File: src/rtl/rgb_palette_encoder_if.sv
// Pixel-in / palette-result-out handshake bundle for rgb_palette_encoder.
// master = surrounding logic, slave = the encoder.
interface rgb_palette_encoder_if;
    logic        in_valid;
    logic        in_ready;
    logic [23:0] in_rgb;
    logic        out_valid;
    logic        out_ready;
    logic [2:0]  out_color;
    logic [9:0]  out_dist;
    logic        out_exact;

    modport master (
        output in_valid, in_rgb, out_ready,
        input  in_ready, out_valid, out_color, out_dist, out_exact
    );

    modport slave (
        input  in_valid, in_rgb, out_ready,
        output in_ready, out_valid, out_color, out_dist, out_exact
    );
endinterface

File: src/rtl/rgb_palette_encoder.sv
// Nearest-entry (Manhattan) search of a 24-bit pixel over the fixed 8-colour sprite palette, one entry per cycle;
// result 2..9 cycles after accept (exact hit ends early), held until out_ready; no new pixel until the result is taken.
module rgb_palette_encoder (
    input  logic                  clk,
    input  logic                  rst,
    rgb_palette_encoder_if.slave  bus
);

    typedef enum logic [1:0] {
        S_IDLE   = 2'd0,
        S_SEARCH = 2'd1,
        S_DONE   = 2'd2
    } state_t;

    state_t      r_state;
    state_t      w_state_nxt;
    logic [23:0] r_pix;
    logic [2:0]  r_idx;
    logic [9:0]  r_best_dist;
    logic [2:0]  r_best_idx;
    logic        r_out_valid;
    logic [2:0]  r_out_color;
    logic [9:0]  r_out_dist;
    logic        r_out_exact;

    logic        w_in_ready;
    logic        w_accept;
    logic        w_load_out;
    logic        w_release;
    logic [23:0] w_entry;
    logic [7:0]  w_dr;
    logic [7:0]  w_dg;
    logic [7:0]  w_db;
    logic [9:0]  w_dist;
    logic        w_better;
    logic [9:0]  w_fin_dist;
    logic [2:0]  w_fin_idx;
    logic        w_last;

    function automatic logic [23:0] palette(input logic [2:0] i);
        case (i)
            3'd0:    palette = 24'hAAAAAA;
            3'd1:    palette = 24'h000000;
            3'd2:    palette = 24'hFFFFFF;
            3'd3:    palette = 24'hFF1551;
            3'd4:    palette = 24'hBF8718;
            3'd5:    palette = 24'h5EFF00;
            3'd6:    palette = 24'h008FFF;
            default: palette = 24'h02006B;
        endcase
    endfunction

    function automatic logic [7:0] absdiff(input logic [7:0] a, input logic [7:0] b);
        absdiff = (a > b) ? (a - b) : (b - a);
    endfunction

    // Distance of the captured pixel to the entry under evaluation this cycle.
    assign w_entry    = palette(r_idx);
    assign w_dr       = absdiff(r_pix[23:16], w_entry[23:16]);
    assign w_dg       = absdiff(r_pix[15:8],  w_entry[15:8]);
    assign w_db       = absdiff(r_pix[7:0],   w_entry[7:0]);
    assign w_dist     = {2'b00, w_dr} + {2'b00, w_dg} + {2'b00, w_db};

    // Strict less-than keeps the earlier (lower) index on a tie.
    assign w_better   = (w_dist < r_best_dist);
    assign w_fin_dist = w_better ? w_dist : r_best_dist;
    assign w_fin_idx  = w_better ? r_idx  : r_best_idx;
    assign w_last     = (w_dist == 10'd0) || (r_idx == 3'd7);

    assign w_accept   = bus.in_valid & w_in_ready;
    assign w_release  = r_out_valid & bus.out_ready;

    always_ff @(posedge clk or posedge rst) begin
        if (rst) begin
            r_state <= S_IDLE;
        end else begin
            r_state <= w_state_nxt;
        end
    end

    always_comb begin
        w_state_nxt = r_state;
        w_in_ready  = 1'b0;
        w_load_out  = 1'b0;
        case (r_state)
            S_IDLE: begin
                w_in_ready = ~rst;
                if (bus.in_valid && !rst) begin
                    w_state_nxt = S_SEARCH;
                end
            end
            S_SEARCH: begin
                if (w_last) begin
                    w_load_out  = 1'b1;
                    w_state_nxt = S_DONE;
                end
            end
            S_DONE: begin
                if (w_release) begin
                    w_state_nxt = S_IDLE;
                end
            end
            default: begin
                w_state_nxt = S_IDLE;
            end
        endcase
    end

    always_ff @(posedge clk or posedge rst) begin
        if (rst) begin
            r_pix       <= 24'd0;
            r_idx       <= 3'd0;
            r_best_dist <= 10'd1023;
            r_best_idx  <= 3'd0;
        end else if (w_accept) begin
            r_pix       <= bus.in_rgb;
            r_idx       <= 3'd0;
            r_best_dist <= 10'd1023;
            r_best_idx  <= 3'd0;
        end else if (r_state == S_SEARCH) begin
            r_best_dist <= w_fin_dist;
            r_best_idx  <= w_fin_idx;
            if (!w_last) begin
                r_idx <= r_idx + 3'd1;
            end
        end
    end

    // Result registers keep their last value outside DONE; only out_valid qualifies them.
    always_ff @(posedge clk or posedge rst) begin
        if (rst) begin
            r_out_valid <= 1'b0;
            r_out_color <= 3'd0;
            r_out_dist  <= 10'd0;
            r_out_exact <= 1'b0;
        end else if (w_load_out) begin
            r_out_valid <= 1'b1;
            r_out_color <= w_fin_idx;
            r_out_dist  <= w_fin_dist;
            r_out_exact <= (w_fin_dist == 10'd0);
        end else if (w_release) begin
            r_out_valid <= 1'b0;
        end
    end

    assign bus.in_ready  = w_in_ready;
    assign bus.out_valid = r_out_valid;
    assign bus.out_color = r_out_color;
    assign bus.out_dist  = r_out_dist;
    assign bus.out_exact = r_out_exact;

endmodule

File: src/flat_wrapper.sv
// flat-port wrapper written by rule: the top's interface ports become plain ports
module rgb_palette_encoder_flat 
  (clk, rst, bus_in_valid, bus_in_rgb, bus_out_ready, bus_in_ready, bus_out_valid, bus_out_color, bus_out_dist, bus_out_exact);
  rgb_palette_encoder_if bus_i ();
  input  logic clk;
  input  logic rst;
  input wire logic [$bits(bus_i.in_valid)-1:0] bus_in_valid;
  input wire logic [$bits(bus_i.in_rgb)-1:0] bus_in_rgb;
  input wire logic [$bits(bus_i.out_ready)-1:0] bus_out_ready;
  output wire logic [$bits(bus_i.in_ready)-1:0] bus_in_ready;
  output wire logic [$bits(bus_i.out_valid)-1:0] bus_out_valid;
  output wire logic [$bits(bus_i.out_color)-1:0] bus_out_color;
  output wire logic [$bits(bus_i.out_dist)-1:0] bus_out_dist;
  output wire logic [$bits(bus_i.out_exact)-1:0] bus_out_exact;
  assign bus_i.in_valid = bus_in_valid;
  assign bus_i.in_rgb = bus_in_rgb;
  assign bus_i.out_ready = bus_out_ready;
  assign bus_in_ready = bus_i.in_ready;
  assign bus_out_valid = bus_i.out_valid;
  assign bus_out_color = bus_i.out_color;
  assign bus_out_dist = bus_i.out_dist;
  assign bus_out_exact = bus_i.out_exact;
  rgb_palette_encoder u_core (.clk(clk), .rst(rst), .bus(bus_i));
endmodule
File: config.mk
export PLATFORM = sky130hd
export DESIGN_NAME = rgb_palette_encoder_flat
export DESIGN_NICKNAME = d
export VERILOG_FILES = /design/src/rtl/rgb_palette_encoder_if.sv /design/src/rtl/rgb_palette_encoder.sv /design/src/flat_wrapper.sv
export SDC_FILE = /design/constraint.sdc
export NUM_CORES = 1
export LEC_CHECK = 0
export ABC_AREA = 1
export CORE_ASPECT_RATIO = 0.6
export CORE_MARGIN = 3
export CORE_UTILIZATION = 40
export CTS_BUF_LIST = sky130_fd_sc_hd__clkbuf_8
export DETAILED_ROUTE_END_ITERATION = 6
export PLACE_DENSITY = 0.68
export SLEW_MARGIN = 20
export SYNTH_ARGS = -nofsm -noshare
export SYNTH_HDL_FRONTEND = slang
export SYNTH_SLANG_ARGS = --single-unit
export TNS_END_PERCENT = 10
File: constraint.sdc
create_clock -name clk -period 9.6 [get_ports clk]
set_input_delay 0.96 -clock clk [delete_from_list [all_inputs] [get_ports clk]]
set_output_delay 0.96 -clock clk [all_outputs]
set_load 0.05 [all_outputs]
== After elaboration in Yosys (flattened, before gate mapping) ==
Index checks and enable logic that the tools add are counted.

* Register bits: 57
* Input bits: 28
* Output and inout bits: 16
* Logic and storage cells: 71

* Add/subtract/negate cells: 9
* Order comparisons: 4
* Equality and inequality tests: 13
* Multiplexer cells: 22
* Bitwise operators: 3
* Reduce and logical (&&, ||, !) cells: 11

{| class="wikitable"
|+ Operators by type and width
! cell !! number
|-
| one-hot mux 24 bit (7 select lines) || 1
|-
| subtractor 8 bit || 6
|-
| two-way mux 10 bit || 3
|-
| greater-than comparator 8 bit || 3
|-
| two-way mux 8 bit || 3
|-
| zero test 10 bit || 2
|-
| two-way mux 3 bit || 6
|-
| == test 3 bit, second input constant || 4
|-
| adder 10 x 8 -> 10 bit || 1
|-
| < comparator 10 bit || 1
|-
| adder 8 x 8 -> 9 bit || 1
|-
| != test 2 x 1 -> 1 bit, second input constant || 4
|-
| == test 3 x 2 -> 1 bit, second input constant || 2
|-
| two-way mux 2 bit || 3
|-
| one-hot mux 2 bit (3 select lines) || 1
|-
| two-way mux 1 bit || 5
|-
| nonzero test 2 bit || 2
|-
| adder 3 x 1 -> 3 bit, second input constant || 1
|-
| == test 3 x 1 -> 1 bit, second input constant || 1
|-
| zero test 3 bit || 1
|-
| AND reduction 3 bit || 1
|-
| bitwise AND 1 bit || 2
|-
| == test 2 x 1 -> 1 bit, second input constant || 1
|-
| == test 2 bit, second input constant || 1
|-
| other kinds (6) || 6
|}

== Logic depth before layout (Yosys ltp) ==
Gate-level depths: netlist of the first run.

* Word-level depth: 11
* Mapped depth: 55
* Gate-level depth less buffers: 53

== Worst setup path after synthesis of the first run ==
No wires, ideal clock.

* Path type: reg-to-reg
* Start: reg u_core.r_idx[0]
* End: reg u_core.r_out_exact (netlist: u_core.bus.out_exact)
* Library setup time: 0.074 ns
* Data arrival time: 6.261 ns
* Data required time: 9.526 ns
* Slack: 3.265 ns
* Cell stages (with the launch flop): 52
* Clock period less this slack: 6.335 ns
* Cell sequence: dfrtp_1 inv_1 ha_1 nand2_1 inv_1 a21oi_1 inv_1 nor2_1 and3_1 buf_4 inv_2 nand2_2 nand2_2 nor2_1 ha_1 inv_1 nor3_1 a21oi_1 [16 not listed] inv_1 a21oi_4 nand2_2 nand2_1 nand2_1 nand2_1 inv_1 ha_1 a21o_1 nor2_2 nand2_1 nor2_4 nand2_1 nand2_1 nand2_1 nor2_1 nand3_1 o21ai_2

* Longest elaborated chain between the ends: 10
* Elaborated cells between the ends (all ways): 30
* Those cells by class: add/sub: 8; order compare: 4; eq/ne: 7; mux: 7; reduce/logical: 4

{| class="wikitable"
|+ Ends and longest elaborated chain
! element !! RTL line !! RTL
|-
| start, declared || rgb_palette_encoder.sv:18 || <nowiki>logic [2:0] r_idx;</nowiki>
|-
| start signal, assigned || rgb_palette_encoder.sv:124 || <nowiki>r_idx <= r_idx + 3'd1;</nowiki>
|-
| branches (longest 10 deep; another with adder 10 x 8 -> 10 bit) || - ||
|-
| end signal, assigned || rgb_palette_encoder.sv:140 || <nowiki>r_out_exact <= (w_fin_dist == 10'd0);</nowiki>
|-
| end, declared || rgb_palette_encoder.sv:24 || <nowiki>logic r_out_exact;</nowiki>
|}

Parallel ways; which one is timed is not known.
A chain may end at the register's enable or synchronous reset.

== Worst setup path after layout of the first run ==
Same ends and word-level chain as after synthesis.

==> results of run 1 <==
-- Yosys cell counts (all sizes together) --
cell    number
a21o         3
nand2      226
a31oi        1
mux2i        1
dfrtp       47
o22ai        3
buf         17
nor2b        2
and2         1
xnor2       12
nor2        39
nand4        8
clkinv       1
o221ai       6
xor2        16
o211ai       4
and3         1
a22oi       10
o21ai       73
nor3         7
o21a         1
inv        163
nand3       32
fa           8
dfstp       10
nand3b       1
mux2         2
clkbuf       5
a21oi       48
ha          76
-- worst register-to-register path, delay by kind of cell, from the launching register on --
family          cells  cell delay, ns
compound gates     11            2.04
buf+inv             8            0.91
xor+xnor            2            0.30
fa+ha+maj           5            1.40
simple gates       21            2.43
flops               1            0.45
-- how the worst max path moves through the flow --
stage                           end  depth (start not counted)             from
2_1_floorplan  u_core.bus.out_exact                         51  u_core.r_idx[0]
3_3_place_gp   u_core.r_best_idx[2]                         42  u_core.r_idx[0]
3_5_place_dp   u_core.r_best_idx[1]                         43  u_core.r_idx[0]
4_1_cts        u_core.r_best_idx[1]                         42  u_core.r_idx[0]
5_1_grt        u_core.bus.out_exact                         48  u_core.r_idx[0]
6_report       u_core.bus.out_exact                         47  u_core.r_idx[0]
-- per-stage QoR --
stage / instance area, sq um / util [%]
after detailed placement: 6380 / 45.6
after floorplan: 5860 / -
after global placement: 6380 / 45.6
final: 6580 / 47.0
after global routing: 6580 / 47.0
after CTS: 6580 / 47.0
-- logic make-up after synthesis --
family                     synth area share (%)
DFF                                        24.6
AOI/OAI and AO/OA                          15.3
xor gates and xnor gates                   4.19
buffers and inverters                      13.1
muxes                                     0.555
and+or+nand+nor                            23.3
adders and majority gates                  19.0
-- registers in the layout (all words and copies together), names as in the netlist --
name and count:
u_core.r_pix 24, u_core.bus.out_valid 1, u_core.bus.out_dist 10, u_core.r_state 2, u_core.bus.out_exact 1, u_core.r_idx 3, u_core.r_best_idx 3, u_core.bus.out_color 3
u_core.r_best_dist 10
-- layer usage --
layer	vias to the layer above	global-route usage [%]	routed length [microns]
met2	178	23.2	5040
li1	2677	-	-
met4	0	3.93	123
met5	-	0	0
met1	2348	31.0	8030
met3	10	5.29	1300
-- cell type report --
cell class / count / area, sq um
Sequential cell: 57 / 1440
Inverter: 164 / 616
Fill cell: 1402 / 7410
Clock buffer: 9 / 124
Clock inverter: 7 / 76.3
Multi-Input combinational cell: 581 / 3650
Timing Repair Buffer: 44 / 438
Tap cell: 192 / 240
==> results.toml, run 1 <==
[global_route]
antenna_found_initial = 0
grt_max_degree = 58
grt_pass1_wl_microns = 24200
grt_usage_pct = 18.8
grt_remaining_overflow = 0
grt_pass1_vias = 4757

[final_layout]
fin_cells = 1054
layout-drive-gt1-share_pct = 9.63
layout_commonest_cell = "nand2_1"
antenna_cells = 0
mostFrequentLayoutCells = "nand2_1, inv_1, ha_1"
nNetsFinal = 969
syn2layout_area_growth_pct = 12.4

[routing]
drtIter0Drc = 433
antenna_left = 0
vias = 5213
routed_wl_microns = 14500
drc_errors = 0
wl_per_cell_microns = 13.7
vias_per_cell = 4.95
drt_first_pass_iters = 5

[clock_network]
hold_buffers = 0
tritoncts = "built"
numCtsBuffers = 9
cts_root_buffer = "clkbuf_8"
clock_sinks = 57
cts.repair.resized = 0
h-tree-depth = 3
clk_pin_slew_ns = 0.07
cts_buffer_depth = 2
postCtsSetupBuffers = 0
clk_latency_ns = 0.36

[sta]
worst_slack_ns = 2.04
worstMarginPinSlew_ns = 1.07
relSlewSlack_pct = 28.4
period_share_pct = 78.8
fmax_mhz = 132
hold_ws_ns = 0.489
setup-tns-final_ns = 0
rsz0062_at_grt = "no"
layout_min_cycle_time_ns = 7.56
slew_violations = 0
finClkSkew_ns = 0.0149
setup_violations = 0
finalHoldViolCount = 0

[placed_design]
post-place-cells = 1038
hpwl_microns = 11900
globalplace.congestion = 0.955
dp_slack_ns = 2.28
port-buffer-count = 43

[synthesis]
synthesis.area_sq_um = 5860
yosysTopAreaCell = "dfrtp_1"
synth_nets = 936
ys_types = 44
synth_warnings = 0
synthCells = 824
synth_area_leaders = "dfrtp_1, ha_1, nand2_1"
synth_top_area_share_pct = 20.1
synth_seq_cells = 57
yosysSeqAreaShare_pct = 24.6
postSynthAreaPerCell_sq_um = 7.11

[floorplanning]
initial_utilization_pct = 41.9
num_io_pins = 44
core-area_sq_um = 14000
dieArea_sq_um = 16200
die_h_microns = 99.7
fp.dieW_microns = 162
fp-row-count = 33

[critical_path]
regToRegSetupSlack_ns = 2.04
critPathArrivalTime_ns = 7.84
critPathLaunchType = "flip-flop"
worst-setup-path-type = "flip-flop to flip-flop"
r2r_start = "u_core.r_idx[0]"
timing.critical_path.mode_cell = "nand2_1"
reg2reg_to = "u_core.bus.out_exact"
critical-path-top-delay-family = "simple AND/OR/NAND/NOR gates"
cp.required_ns = 9.88
crit_slowest_cell = "a21oi_1"
reg2regPathDepth = 47
cp_slowest_stage_delay_ns = 0.52
critPathCaptureType = "flip-flop"
cp_max_fo = 11
critPathBufInv = 8

[hold_path]
hold_path_class = "flip-flop to flip-flop"
whs_endpoint = "u_core.bus.out_dist[8]"
hold_depth = 2
min-delay-start = "u_core.bus.out_dist[8]"

[outcome]
run_status = "complete, no violations"

[flow_run]
cap_violations = 0
Power of run 1 is left out: the tool's default activity adds up to more than one toggle a clock period on the data nets, which glitch-free logic cannot reach.
==> run 2, diff against run 1 <==
--- a/config.mk
+++ b/config.mk
@@ -11,7 +11,7 @@
 export CORE_UTILIZATION = 40
 export CTS_BUF_LIST = sky130_fd_sc_hd__clkbuf_8
 export DETAILED_ROUTE_END_ITERATION = 6
-export PLACE_DENSITY = 0.68
+export PLACE_DENSITY = 0.7
 export SLEW_MARGIN = 20
 export SYNTH_ARGS = -nofsm -noshare
 export SYNTH_HDL_FRONTEND = slang
==> constraint.sdc (replaced) <==
create_clock -name clk -period 6.1 [get_ports clk]
set_input_delay 0.61 -clock clk [delete_from_list [all_inputs] [get_ports clk]]
set_output_delay 0.61 -clock clk [all_outputs]
set_load 0.05 [all_outputs]
==> run 2 against run 1 <==
The run now ends with setup timing left. Sequential cell count did not move. Critical endpoint unchanged. Final area up 23%. Non-clock buffer count is 124 higher. Maximum frequency is 21% higher. Die area is the same. Clock skew shrank 0.0030 ns. Clock-buffer cell count stayed put. Hold slack got worse by 0.0067 ns. First-iteration DRC count is 18% higher.
==> results.toml, run 2 (same netlist as run 1, synthesis figures left out) <==
[outcome]
run_status = "finished, violations left"
violations = "setup timing"

[sta]
finClkSkew_ns = 0.0120
relSlewSlack_pct = 27.7
worst_slack_ns = -0.141
slew_violations = 0
period_share_pct = 102
rsz0062_at_grt = "yes"
layout_min_cycle_time_ns = 6.24
fmax_mhz = 160
worstMarginPinSlew_ns = 1.08
setup_violations = 7
finalHoldViolCount = 0

[floorplanning]
die_h_microns = 99.7
fp.dieW_microns = 162
dieArea_sq_um = 16200
initial_utilization_pct = 41.9
fp-row-count = 33
num_io_pins = 44
core-area_sq_um = 14000

[placed_design]
placed_area_sq_um = 7260
port-buffer-count = 43
hpwl_microns = 13000
globalplace.congestion = 1.00

[final_layout]
largest_reg_flops = 24
multi_input_area_sq_um = 4230
layout_commonest_cell = "nand2_1"
syn2layout_area_growth_pct = 38.8
nNetsFinal = 1094
antenna_cells = 0
design_area_sq_um = 8130
layout-drive-gt1-share_pct = 32.2
fill_cells = 1197
ff_latch_area_sq_um = 1440
mostFrequentLayoutCells = "nand2_1, inv_1, buf_4"
top_register = "u_core.r_pix"
fin_util_pct = 58.1

[global_route]
grt_max_degree = 58
grt_pass1_vias = 5562
grt_remaining_overflow = 0
grt_usage_pct = 21.3
grt_pass1_wl_microns = 27600
antenna_found_initial = 0

[clock_network]
hold_buffers = 0
clk_pin_slew_ns = 0.07
tritoncts = "built"
cts_buffer_depth = 2
clk_latency_ns = 0.37
cts_root_buffer = "clkbuf_8"
numCtsBuffers = 9
clock_sinks = 57
h-tree-depth = 3

[critical_path]
worst-setup-path-type = "flip-flop to flip-flop"
cp.required_ns = 6.38
cp_max_fo = 7
critPathArrivalTime_ns = 6.52
critPathCaptureType = "flip-flop"
timing.critical_path.mode_cell = "nand2_2"
cp_slowest_stage_delay_ns = 0.42
critPathLaunchType = "flip-flop"
crit_slowest_cell = "dfrtp_1"

[routing]
drc_errors = 0
antenna_left = 0
wl_per_cell_microns = 14.8
drtIter0Drc = 510
vias = 5882
drt_first_pass_iters = 5
vias_per_cell = 4.99
routed_wl_microns = 17400

[flow_run]
cap_violations = 0

[hold_path]
hold_path_class = "flip-flop to flip-flop"
[run 2: cell count changes in the layout (fill, tap and decap cells not counted), moves of 13 or more]
| cell | delta |
|---|---|
| o21ai_0 | -13 |
| ha_1 | -19 |
| buf_4 | +116 |
| nand2_1 | -31 |
| inv_2 | +15 |
| inv_1 | -17 |
| nand2_2 | +22 |
| ha_4 | +16 |
[run 2: repair_timing]
action	CTS	global route
setup buffers	6	9
endpoints found under the setup margin	27	33
cloned	1	0
gates resized for setup	58	88
pin swaps	33	58
[run 2: final timing paths]
kind                                   startpoint                     end  slack, ns  depth (start not counted)
min                        u_core.bus.out_dist[8]  u_core.bus.out_dist[8]       0.48                          2
min reg2reg                u_core.bus.out_dist[8]  u_core.bus.out_dist[8]       0.48                          2
max                               u_core.r_idx[0]    u_core.bus.out_exact      -0.14                         45
min in group asynchronous                     rst    u_core.bus.out_valid       0.81                          3
max in group asynchronous                     rst         u_core.r_pix[1]       4.80                          3
max reg2reg                       u_core.r_idx[0]    u_core.bus.out_exact      -0.14                         45
[run 2: cell type report]
class | instances | share of cell area, %
clock inverters | 7 | 0.954
multi-input cells | 582 | 52.0
clock buffers | 9 | 1.52
repair buffers | 168 | 17.2
flip-flops and latches | 57 | 17.7
inverters | 164 | 7.67
well taps | 192 | 2.96
[run 2: per-stage QoR]
step / hold WS, ns / setup slack, ns / cells / setup TNS (ns)
after global routing: 0.518 / -0.480 / 1179 / -7.51
after detailed placement: 0.471 / -0.512 / 1147 / -11.01
after CTS: 0.489 / -0.0522 / 1170 / -0.0542
final: 0.483 / -0.141 / 1179 / -0.356
after global placement: 0.468 / -0.319 / 1147 / -6.56
after floorplan: 0.455 / 0.0578 / 824 / 0
[run 2: layer usage]
layer | global-route usage (%) | routed length (microns) | vias to the layer above
met1 | 32.9 | 8620 | 2721
met5 | 0 | 0 | -
met2 | 28.9 | 7080 | 211
met3 | 7.03 | 1550 | 19
met4 | 3.21 | 174 | 0
li1 | - | - | 2931
[run 2: critical path, delay by kind of cell (launching register included)]
kind / cells / cell delay (ns)
AND/OR/NAND/NOR: 24 / 2.64
adder cells (fa/ha/maj): 5 / 1.18
AO/OA/AOI/OAI: 7 / 0.91
buffers and inverters: 7 / 0.73
flip-flops: 1 / 0.42
XOR/XNOR: 2 / 0.28
Power of run 2 is left out for the same reason.
==> edit, RTL diff (config.mk and constraints of run 2) <==
Re-encode `state_t` (3 states) as one-hot, 3 bits wide.
--- a/src/rtl/rgb_palette_encoder.sv
+++ b/src/rtl/rgb_palette_encoder.sv
@@ -6,10 +6,10 @@
     rgb_palette_encoder_if.slave  bus
 );
 
-    typedef enum logic [1:0] {
-        S_IDLE   = 2'd0,
-        S_SEARCH = 2'd1,
-        S_DONE   = 2'd2
+    typedef enum logic [2:0] {
+        S_IDLE   = 3'b001,
+        S_SEARCH = 3'b010,
+        S_DONE   = 3'b100
     } state_t;
 
     state_t      r_state;
Formal check against the unedited RTL: no difference found for any inputs over 4 cycles, from zero or initial values and one cycle with rst high; so few cycles prove little.
==> edit against run 2 <==
- the run still ends with negative setup slack left
- sequential share of layout area rose by 0.38 points
- setup slack improved by 42 ps
- clock skew rose by 5.5 ps
- wire length fell by 3.8%
- area after synthesis fell by 2.1%
- sequential cell count rose by 1
- cell area fell by 0.15%
Power is left out: the tool's default activity adds up to more than one toggle a clock period on the data nets, which glitch-free logic cannot reach.
==> edit: results <==
set metrics [dict create \
    synthTopCellsByCount "nand2_1 (213), inv_1 (160), ha_1 (77)" \
    gp_congestion 0.9889 \
    setup_viol 1 \
    synth_mux_area_share_pct 0.5673 \
    synth.distinct_cells 38 \
    violations "negative setup slack" \
    final.fill_count 1192 \
    design.seq.count 58 \
    seq_share_pct 18.08 \
    largest_reg_flops 24 \
    drive_above_1_share_pct 31.42 \
    synth_nets 934 \
    wl_per_cell_um 14.14 \
    finClkSkew_ps 17.48 \
    multi_input_area_um2 4167 \
    grtUsageTotal_pct 20.23 \
    synth_compound_area_share_pct 14.99 \
    crit_path_max_incr_delay_ps 450 \
    critPathArrivalTime_ps 6490 \
    viasPerCell 4.875 \
    yosys.area_share.adder_pct 19.59 \
    path_clk_slew_ps 90 \
    grt_max_degree 59 \
    num-clock-buffers 10 \
    antenna_cells 0 \
    hpwl_um 12350 \
    synth.area.top_cells "dfrtp_1 (21%), ha_1 (17%), nand2_1 (14%)" \
    setup_slack_ps -99.27 \
    ys_seq_area_share_pct 25.55 \
    synth_cells 821 \
    status "finished with violations" \
    slew_headroom_pct 50.44 \
    dp_cells 1149 \
    buf_share_pct 17.99 \
    grt_pass1_wl_um 26120 \
    buffers 174 \
    multi_input_gates 585 \
    fin_setup_tns_ps -99.27 \
    grt_pass1_vias 5345 \
    synth-xor-area-share_pct 4.124 \
    clkCellAreaFrac_pct 2.204 \
    drtIter0Drc 522 \
    cp_slowest_cell "dfrtp_2" \
]
edit: cell count changes after synthesis, moves of 5 or more:
| cell | change |
|---|---|
| nand2_2 | -10 |
| nand2_1 | +9 |
| o21ai_2 | -8 |
| inv_2 | -5 |
| buf_6 | -5 |
| o21ai_0 | +10 |
edit: worst max-delay path, delay by kind of cell (launching register included):
family	cells	cell delay (ps)
and+or+nand+nor	21	1810
buffers and inverters	10	920
xor gates and xnor gates	2	260
DFF	1	450
AOI/OAI and AO/OA	8	1170
adders and majority gates	6	1500
edit: per-stage QoR:
stage | area (um2) | worst slack (ps)
after detailed placement | 7183 | -408.9
after global placement | 7183 | -336.6
after floorplan | 5772 | 5.306
after CTS | 7538 | 2.408
final | 8117 | -99.27
after global routing | 8117 | -527.1
edit: path summary, 6_finish.rpt:
kind / to / slack (ps) / cells past startpoint / startpoint
setup / recovery: u_core.bus.out_exact / -100 / 47 / u_core.r_idx[0]
hold / removal: u_core.bus.out_dist[6] / 490 / 2 / u_core.bus.out_dist[6]
setup reg to reg: u_core.bus.out_exact / -100 / 47 / u_core.r_idx[0]
hold reg to reg: u_core.bus.out_dist[6] / 490 / 2 / u_core.bus.out_dist[6]
max in group asynchronous: u_core.r_idx[2] / 4740 / 3 / rst
min in group asynchronous: u_core.r_idx[0] / 830 / 3 / rst
edit: metal layers:
layer,wire (um),up-vias,GRT usage (%)
met2,6825,209,27.67
li1,-,2945,-
met3,1353,21,5.628
met4,180,0,3.533
met5,0,-,0
met1,8397,2602,31.55
edit: repair_timing:
action,4_1_cts,5_1_grt
resized for setup,42,130
pin swaps,19,70
buffers inserted,3,17
endpoints found under the hold margin,0,0
endpoints found under the setup margin,27,33
